[src/rtl/nla_mul_pkg.sv]
// Shared constants and tag type for the Booth multiplier sharing logic.
// Every requester ID fits the 3-bit tag field, so NREQ is limited to NREQ_MAX.
package nla_mul_pkg;

    localparam int N        = 13;
    localparam int MUL_LAT  = 4;
    localparam int NREQ_MAX = 8;
    localparam int ID_W     = 3;

    typedef struct packed {
        logic            valid;
        logic [ID_W-1:0] id;
    } tag_t;

    localparam tag_t TAG_IDLE = '{valid: 1'b0, id: 3'd0};

    // Converts a one-hot (or all-zero) vector to its bit index; zero maps to ID 0.
    function automatic logic [ID_W-1:0] onehot_to_id(input logic [NREQ_MAX-1:0] oh);
        logic [ID_W-1:0] id;
        id = '0;
        for (int i = 0; i < NREQ_MAX; i++) begin
            id = oh[i] ? ID_W'(i) : id;
        end
        return id;
    endfunction

    // Round-robin successor of a granted ID, wrapping modulo nreq.
    function automatic logic [ID_W-1:0] next_ptr(input logic [ID_W-1:0] g, input int nreq);
        logic [ID_W-1:0] nxt;
        nxt = (int'(g) >= nreq - 1) ? 3'd0 : g + 3'd1;
        return nxt;
    endfunction

endpackage

[src/rtl/r4booth_share_ctrl_rr_arbiter.sv]
// Combinational round-robin arbiter: grants the first eligible requester
// at or after rr_ptr, wrapping modulo NREQ; no grant while en is low.
module rr_arbiter
    import nla_mul_pkg::*;
#(
    parameter int NREQ = 4
) (
    input  logic [NREQ-1:0] elig,
    input  logic [ID_W-1:0] rr_ptr,
    input  logic            en,
    output logic [NREQ-1:0] grant
);

    int dist_s [NREQ];
    int best_s;

    // Distance of each requester from the pointer in round-robin order.
    always_comb begin
        for (int i = 0; i < NREQ; i++) begin
            dist_s[i] = (i >= int'(rr_ptr)) ? (i - int'(rr_ptr)) : (i + NREQ - int'(rr_ptr));
        end
    end

    // Smallest distance among eligible requesters; NREQ means none is eligible.
    always_comb begin
        best_s = NREQ;
        for (int i = 0; i < NREQ; i++) begin
            best_s = (elig[i] && (dist_s[i] < best_s)) ? dist_s[i] : best_s;
        end
    end

    // Distances are unique, so at most one bit matches the winner.
    always_comb begin
        grant = '0;
        for (int i = 0; i < NREQ; i++) begin
            grant[i] = en && elig[i] && (dist_s[i] == best_s);
        end
    end

endmodule

[src/rtl/r4booth_share_ctrl.sv]
// Shares one pipelined radix-4 Booth multiplier among NREQ requesters; a tag
// pipe matched to the multiplier latency routes each product back to its owner.
module r4booth_share_ctrl
    import nla_mul_pkg::*;
#(
    parameter int N       = nla_mul_pkg::N,
    parameter int NREQ    = 4,
    parameter int MUL_LAT = nla_mul_pkg::MUL_LAT
) (
    input  logic              clkn_i,
    input  logic              rst_i,
    input  logic              en_i,
    input  logic [NREQ-1:0]   req_valid_i,
    input  logic [NREQ*N-1:0] req_a_i,
    input  logic [NREQ*N-1:0] req_b_i,
    output logic [NREQ-1:0]   req_ready_o,
    output logic [NREQ-1:0]   rsp_valid_o,
    output logic [2*N-1:0]    rsp_data_o,
    output logic [N-1:0]      mul_a_o,
    output logic [N-1:0]      mul_b_o,
    input  logic [2*N-1:0]    mul_prod_i,
    output logic              busy_o,
    output logic [15:0]       issue_cnt_o
);

    localparam int STAGES = MUL_LAT - 1;

    logic [NREQ-1:0] pend_r;
    logic [NREQ-1:0] elig_s;
    logic [NREQ-1:0] grant_s;
    logic [NREQ-1:0] rsp_valid_s;
    logic [ID_W-1:0] rr_ptr_r;
    logic [ID_W-1:0] grant_id_s;
    logic            grant_en_s;
    logic            hs_s;
    logic [N-1:0]    mul_a_s;
    logic [N-1:0]    mul_b_s;
    logic [15:0]     issue_cnt_r;
    tag_t            tag_r [STAGES];
    tag_t            tag_last_s;
    logic            busy_s;

    assign elig_s     = req_valid_i & ~pend_r;
    // No grant is offered while reset is held, so ready reads 0 in reset.
    assign grant_en_s = en_i & ~rst_i;

    rr_arbiter #(
        .NREQ (NREQ)
    ) u_arb (
        .elig   (elig_s),
        .rr_ptr (rr_ptr_r),
        .en     (grant_en_s),
        .grant  (grant_s)
    );

    // Grants only go to valid requesters, so any grant is a handshake.
    assign hs_s       = |grant_s;
    assign grant_id_s = onehot_to_id(NREQ_MAX'(grant_s));

    // Operand mux: grant is one-hot, so OR-ing masked operands selects one.
    always_comb begin
        mul_a_s = '0;
        mul_b_s = '0;
        for (int i = 0; i < NREQ; i++) begin
            mul_a_s = mul_a_s | (req_a_i[i*N +: N] & {N{grant_s[i]}});
            mul_b_s = mul_b_s | (req_b_i[i*N +: N] & {N{grant_s[i]}});
        end
    end

    assign tag_last_s = tag_r[STAGES-1];

    // Decode the emerging tag into the one-hot response strobe.
    always_comb begin
        rsp_valid_s = '0;
        for (int i = 0; i < NREQ; i++) begin
            rsp_valid_s[i] = tag_last_s.valid && (tag_last_s.id == ID_W'(i));
        end
    end

    // Busy whenever any tag stage holds an operation in flight.
    always_comb begin
        busy_s = 1'b0;
        for (int s = 0; s < STAGES; s++) begin
            busy_s = busy_s | tag_r[s].valid;
        end
    end

    // Pending bits, round-robin pointer and handshake counter.
    always_ff @(negedge clkn_i or posedge rst_i) begin
        if (rst_i) begin
            pend_r      <= '0;
            rr_ptr_r    <= '0;
            issue_cnt_r <= 16'd0;
        end else begin
            pend_r <= (pend_r & ~rsp_valid_s) | grant_s;
            if (hs_s) begin
                rr_ptr_r    <= next_ptr(grant_id_s, NREQ);
                issue_cnt_r <= issue_cnt_r + 16'd1;
            end else begin
                rr_ptr_r    <= rr_ptr_r;
                issue_cnt_r <= issue_cnt_r;
            end
        end
    end

    // Tag pipe, latency-matched so the tag exits with its product.
    always_ff @(negedge clkn_i or posedge rst_i) begin
        if (rst_i) begin
            for (int s = 0; s < STAGES; s++) begin
                tag_r[s] <= TAG_IDLE;
            end
        end else begin
            tag_r[0] <= hs_s ? tag_t'{valid: 1'b1, id: grant_id_s} : TAG_IDLE;
            for (int s = 1; s < STAGES; s++) begin
                tag_r[s] <= tag_r[s-1];
            end
        end
    end

    assign req_ready_o = grant_s;
    assign mul_a_o     = mul_a_s;
    assign mul_b_o     = mul_b_s;
    assign rsp_valid_o = rsp_valid_s;
    assign rsp_data_o  = tag_last_s.valid ? mul_prod_i : '0;
    assign busy_o      = busy_s;
    assign issue_cnt_o = issue_cnt_r;

endmodule

[config.mk]
export PLATFORM = sky130hd
export DESIGN_NAME = r4booth_share_ctrl
export DESIGN_NICKNAME = d
export VERILOG_FILES = /design/src/rtl/nla_mul_pkg.sv /design/src/rtl/r4booth_share_ctrl_rr_arbiter.sv /design/src/rtl/r4booth_share_ctrl.sv
export SDC_FILE = /design/constraint.sdc
export NUM_CORES = 1
export LEC_CHECK = 0
export CAP_MARGIN = 5
export CORE_MARGIN = 2
export CORE_UTILIZATION = 34
export CTS_CLUSTER_DIAMETER = 100
export DETAILED_ROUTE_END_ITERATION = 16
export GPL_TIMING_DRIVEN = 0
export PLACE_DENSITY = 0.84
export RECOVER_POWER = 100
export SLEW_MARGIN = 0
export SYNTH_ARGS = -nofsm -noshare
export SYNTH_HDL_FRONTEND = slang
export SYNTH_SLANG_ARGS = --single-unit
[constraint.sdc]
create_clock -name clkn_i -period 10 [get_ports clkn_i]
set_input_delay 2.5 -clock clkn_i [delete_from_list [all_inputs] [get_ports clkn_i]]
set_output_delay 2.5 -clock clkn_i [all_outputs]
set_load 0.01 [all_outputs]
==> metrics.txt, run 1 <==
outcome=complete, but fails checks; failing checks=setup timing; Skew-Pair Late Insertion Delay=0.29 ns; Yosys Warn Count=0; first-pass GRT wire length=18290 um; Power per Cell Area=126.2 nW/um2; Unique masters post-synth=60; Hold Fails Final Rpt=0; clk slew on worst S/H paths=0.05 ns; slew at the pin closest to its max-slew limit=0.9940 ns; Final Max Tran Viols=0; antenna-violating nets left=0; fill cell count=539; HP Class=reg -> reg; final setup margin=-2.812 ns; CP Capture Type=output pin; starting density of the core=34.98%; Core Area=7687 um2; GR Util met3=4.719%; peak supply drop=0.1070 mV; Gate Count Post-Synth=297; Netlist Area Pre-Place=2689 um2; Die ar.=8636 um2; met2 GRT Util=47.95%; dominant cell by count in the synthesized netlist=nor2_1; most area-consuming cells after synthesis=dfrtn_1 (29%), a221o_1 (9.7%), mux2i_1 (9.7%); vias in the first global route=3607; routed vias=3545; chip height=92.93 um; Max-Cap Viols=0; CTS H-tree lvls=2; I/O pin cnt=214; DRC errors left=0; post-synth top area share=28.85%; RSZ-0062 raised after global routing=true; Die Span X=92.93 um; register area share after synthesis=28.85%; number of synthesized flops with an enable pin=0; clock sink total=31; largest net degree at the start of global routing=32; Data required, critical path=7.50 ns; initial antenna violation count=0; Rel. slew slack=33.74%; n_diodes=0; crit path max fanout=7; IO Port Bufs=213; flops & latches, synth=31; nets@finish=720; Non-Filler Instances=676; layout cell share with drive strength beyond 1=27.70%; placed cell count=614; initial drt markers=172; WP data arrival=10.31 ns; GPL Wtd Cong=0.8885; met1 usage=32.20%; dpl ws=-2.987 ns; Leak=2.824 nW; Clock Skew=0.005496 ns; CTS Buf Count=5; area leader, netlist=dfrtn_1; WL per Instance=19.03 um; kind of critical path=reg -> out; Worst setup SP type=register; gr ovfl total=0; dominant synthesized flop cell=dfrtn_1; total routed wirelength=12870 um; # setup viols final=55; Post-synth top cells=nor2_1 (34), dfrtn_1 (31), and2_1 (28), a221o_1 (26), mux2i_1 (26); Area growth syn-to-layout=117.9%; Total GRT Usage=26.52%; Synth async-reset ratio=100.0%; GRT Max-Usage Layer=met2; TritonCTS clock tree=done; row count=32; final core occ=76.22%; Via density=5.244; Pre-antenna DRT Iters=5; Tot Pwr=0.7394 mW; hpwl dp=8604 um; Clock Tree Buf Depth=2; Syn Area/Cell=9.053 um2; Root Driver=clkbuf_8
timing repair:
| action | in CTS | in global routing |
|---|---|---|
| setup buffers | 30 | 19 |
| gates cloned | 4 | 1 |
| endpoints found under the hold margin | 0 | 0 |
| setup endpoints to repair | 55 | 55 |
| pin swaps | 16 | 23 |
| hold buffers | 0 | 0 |
| gates resized for setup | 162 | 36 |
where the power goes:
group / internal [mW] / switching (mW)
combinational: 0.266 / 0.219
clock: 0.0487 / 0.0450
sequential: 0.143 / 0.0176
flip-flops by register name, summed over array words and instances (netlist names):
register / flops
issue_cnt_o: 16
tag_r: 6
pend_r: 4
tag_last_s: 3
rr_ptr_r: 2
worst max-delay path, cell delays in order, from the launching register on:
cell and delay, ns:
dfrtn_1 0.44, inv_2 0.08, ha_4 0.30, nand2_4 0.06
ha_4 0.27, nor2b_4 0.18, nor4_4 0.05, or3_4 0.35
ha_4 0.25, or3b_4 0.24, buf_6 0.10, nor3b_4 0.04
o21a_1 0.13, buf_4 0.15, o21ai_4 0.18, nand2_2 0.10
ha_4 0.29, a211oi_4 0.06, buf_4 0.13, buf_4 0.13
o32ai_1 0.41, nand3_1 0.20, nor3_4 0.22, buf_6 0.21
clkbuf_16 0.16, a221o_1 0.14, buf_2 0.14
cells by family (layout without fill, tap and decap cells):
| group | count (synthesis) | after routing | synth area share [%] |
|---|---|---|---|
| AOI/OAI and AO/OA | 57 | 57 | 18.57 |
| and+or+nand+nor | 127 | 127 | 27.45 |
| other | 1 | 3 | 0.1395 |
| xor gates and xnor gates | 16 | 16 | 5.212 |
| adders and majority gates | 10 | 10 | 4.653 |
| muxes | 28 | 28 | 10.80 |
| buffers and inverters | 27 | 302 | 4.328 |
| DFF | 31 | 31 | 28.85 |
metal layers:
metal / routed length [um] / share of wire (%)
met1: 4848 / 38
met2: 7003 / 54
met3: 747 / 5.8
met4: 267 / 2.1
met5: 0 / 0
layout make-up:
type                       instances  area (um2)  share of cell area [%]
buffer                            16       190.2                   3.246
clock buffer                       7       76.32                   1.303
clock inverter                     1       5.005                 0.08542
inverter                          11       43.79                  0.7474
multi-input combinational        241        2101                   35.85
sequential                        31       775.7                   13.24
tap                              102       127.6                   2.178
timing repair buffer             267        2540                   43.35
path summary, 6_finish.rpt:
kind,startpoint,end,slack (ns),depth (start not counted)
max,rr_ptr_r[1],mul_b_o[2],-2.81,26
min,tag_r[5],tag_last_s[1],0.30,0
max in group asynchronous,rst_i,issue_cnt_o[9],1.10,3
min in group asynchronous,rst_i,issue_cnt_o[2],7.60,2
min reg2reg,tag_r[5],tag_last_s[1],0.30,0
max reg2reg,rr_ptr_r[1],rr_ptr_r[1],4.40,27
metrics by stage:
| step | instance area, um2 | TNS, ns | hold WS, ns |
|---|---|---|---|
| finish | 5859 | -129.46 | 0.3006 |
| global route | 5859 | -137.80 | 0.3005 |
| CTS | 5547 | -117.36 | 0.2986 |
| detailed placement | 5126 | -147.94 | 0.2986 |
| global placement | 5126 | -145.57 | 0.2934 |
| floorplan | 2867 | -103.98 | 0.2917 |
placed cells by master, fill, tap and decap left out, types with 4 or more instances in the layout:
master           netlist  routed
a221o_1               26      26
and2_0                 0      17
and2_1                28       9
buf_2                  6      25
buf_4                  0      32
buf_6                  1      27
buf_8                  0       5
clkbuf_1               8       7
clkbuf_8               0       7
clkdlybuf4s50_1        0     151
dfrtn_1               31      31
dlygate4sd3_1          0      31
ha_4                   0       7
inv_1                 10       7
mux2i_1               26      26
nand2_1               15      10
nand2_2                0       4
nand3_1                6       6
nor2_1                34      33
nor3_2                 0       4
o21ai_0                8       5
xor2_1                13      13
No activity file was read; power rests on OpenSTA's default activity.
==> run 2: changes to the inputs <==
- ABC_AREA: not set -> 1
- CORE_UTILIZATION: 34 -> 35
==> run 2 against run 1 <==
Against the previous run:
- the run still ends with setup timing left
- register-to-register slack improved by 0.34 ns
- core utilization up 2.0 points
- highest routed layer unchanged
- critical path type unchanged
- cell count up 26%
- power is 56% lower
- first-iteration DRC count rose by 73%
- clock power is 41% higher
- worst hold slack worse by 0.013 ns
- critical path depth rose by 8
- critical endpoint is now mul_a_o[12]
- worst setup slack better by 0.77 ns
- die area is 2.4% higher
==> metrics.txt, run 2 <==
Unique masters post-synth=32; fill cell count=492; CTS H-tree lvls=2; most common cell after layout, fill and taps aside=nand2_1; Synth Area in Simple Gates=46.21%; HP Class=reg -> reg; failing checks=setup timing; WL per Instance=18.49 um; RSZ-0062 raised after global routing=true; starting density of the core=36.35%; n_diodes=0; multi-input logic area=2064 um2; Netlist Area Pre-Place=2838 um2; DRC errors left=0; peak supply drop=0.09943 mV; Final Instance Area=6110 um2; chip height=94.05 um; Clock Skew=0.007526 ns; Die ar.=8844 um2; Post-synth top cells=nand2_1 (210), inv_1 (61), dfrtn_1 (31), nand4_1 (28), nand3_1 (15); final core occ=78.25%; Reg2Reg Setup Slack=4.74 ns; area leader, netlist=nand2_1; CTS Buf Count=5; Compound-Gate Fraction of Synth Area=5.511%; # setup viols final=55; Via density=5.252; register area share after synthesis=27.34%; routed vias=4464; Root Driver=clkbuf_8; CP peak stage delay=0.44 ns; outcome=complete, but fails checks; crit path max fanout=5; Tot Pwr=0.3220 mW; Clock Tree Buf Depth=2; IO Port Bufs=213; Core Area=7807 um2; mux cell area share after synthesis=0%; Skew-Pair Late Insertion Delay=0.30 ns; Gate Count Post-Synth=462; most frequent cells in the layout=nand2_1 (173), clkdlybuf4s50_1 (134), inv_1 (56), dlygate4sd3_1 (48), buf_4 (42); hpwl dp=9315 um; slew at the pin closest to its max-slew limit=1.441 ns; Post-Synth Adder-Cell Area=4.409%; FF+latch area=775.7 um2; GPL Wtd Cong=0.9552; max reg flops=16; Yosys Warn Count=0; most area-consuming cells after synthesis=nand2_1 (28%), dfrtn_1 (27%), inv_1 (8.1%); final setup margin=-2.047 ns; main combinational cell family by area after synthesis=simple AND/OR/NAND/NOR gates; XOR/XNOR share of the synthesized area=4.321%; nets@finish=894; initial antenna violation count=0; Rel. slew slack=3.951%; Power per Cell Area=52.70 nW/um2; Data required, critical path=7.50 ns; Worst setup SP type=register; clk slew on worst S/H paths=0.05 ns; gr ovfl total=0; Syn Area/Cell=6.142 um2; post-synth top area share=27.78%; dominant cell by count in the synthesized netlist=nand2_1; clock sink total=31; flops & latches, synth=31; number of synthesized flops with an enable pin=0; TritonCTS clock tree=done; antenna-violating nets left=0; Non-Filler Instances=850; Leak=3.196 nW; WP data arrival=9.55 ns; Max-Cap Viols=0; first-pass GRT wire length=20900 um; layout cell share with drive strength beyond 1=26.07%; Top cell by count, worst path=nand2_2; largest net degree at the start of global routing=33; CP max stage cell=dfrtn_1; Die Span X=94.05 um; vias in the first global route=4217; Area growth syn-to-layout=115.3%; Final Max Tran Viols=0; Pre-antenna DRT Iters=6; Total GRT Usage=30.05%; total routed wirelength=15720 um; initial drt markers=297; cell area after placement=5226 um2; Synth async-reset ratio=100.0%; dominant synthesized flop cell=dfrtn_1; CP Capture Type=output pin; WHS=0.2875 ns; row count=32; Hold Fails Final Rpt=0; kind of critical path=reg -> out; I/O pin cnt=214; placed cell count=779
==> run 2: changes by cell type after synthesis, moves of 10 or more <==
cell,change
nand2_2,+10
nand2_1,+195
a221o_1,-26
nor2_1,-21
inv_1,+51
and2_1,-28
nand4_1,+26
mux2i_1,-26
==> run 2: per-layer routing <==
metal  global-route usage [%]  part of all wire (%)  up-vias
li1                         -                     -     2006
met1                    36.69                    37     2074
met2                    51.37                    49      290
met3                    6.742                   8.5       94
met4                    11.47                   5.8        0
met5                        0                     0        -
==> run 2: final timing paths <==
path,from,to,cells after the start
setup / recovery,rr_ptr_r[0],mul_a_o[12],34
hold / removal,tag_r[5],tag_last_s[1],0
setup reg to reg,rr_ptr_r[0],rr_ptr_r[0],43
hold reg to reg,tag_r[5],tag_last_s[1],0
max in group asynchronous,rst_i,tag_r[5],3
min in group asynchronous,rst_i,issue_cnt_o[15],2
==> run 2: layout make-up <==
type | count | share of cell area, %
plain buffers | 15 | 2.580
clock buffers | 6 | 1.352
clock inverters | 2 | 0.5734
inverters | 66 | 4.444
multi-input cells | 352 | 33.79
flip-flops and latches | 31 | 12.70
well taps | 102 | 2.089
repair buffers | 275 | 42.35
repair inverters | 1 | 0.1229
==> run 2: worst max-delay path, delay by kind of cell (launching register included) <==
family                     cells  cell delay [ns]
adders and majority gates      4             0.96
and+or+nand+nor               23             1.98
AOI/OAI and AO/OA              2             0.26
DFF                            1             0.44
buffers and inverters          5             0.60
==> run 2: timing repair <==
item | 4_1_cts | 5_1_grt
endpoints found under the hold margin | 0 | 0
setup endpoints to repair | 55 | 55
pin swaps | 38 | 32
resized for setup | 185 | 54
cloned | 7 | 1
setup buffers | 41 | 16
hold buffers | 0 | 0
==> run 2: report_power, final <==
group          internal [mW]  switching (mW)
Sequential             0.126               0
Clock                 0.0806          0.0511
Combinational         0.0483          0.0158
Total                  0.255          0.0670
==> run 2: through the flow <==
stage / setup WS, ns / setup TNS [ns]
after CTS: -1.727 / -70.85
after detailed placement: -2.218 / -101.73
after floorplan: -1.233 / -51.66
after global routing: -2.201 / -104.14
after global placement: -2.095 / -95.81
final: -2.047 / -95.12
==> run 2: cell families (layout without fill, tap and decap cells) <==
kind of cell             count (synthesis)  after routing
adder cells (fa/ha/maj)                 10             10
AO/OA/AOI/OAI                           29             29
XOR/XNOR                                14             14
AND/OR/NAND/NOR                        296            296
buffers and inverters                   81            365
other                                    1              3
flip-flops                              31             31
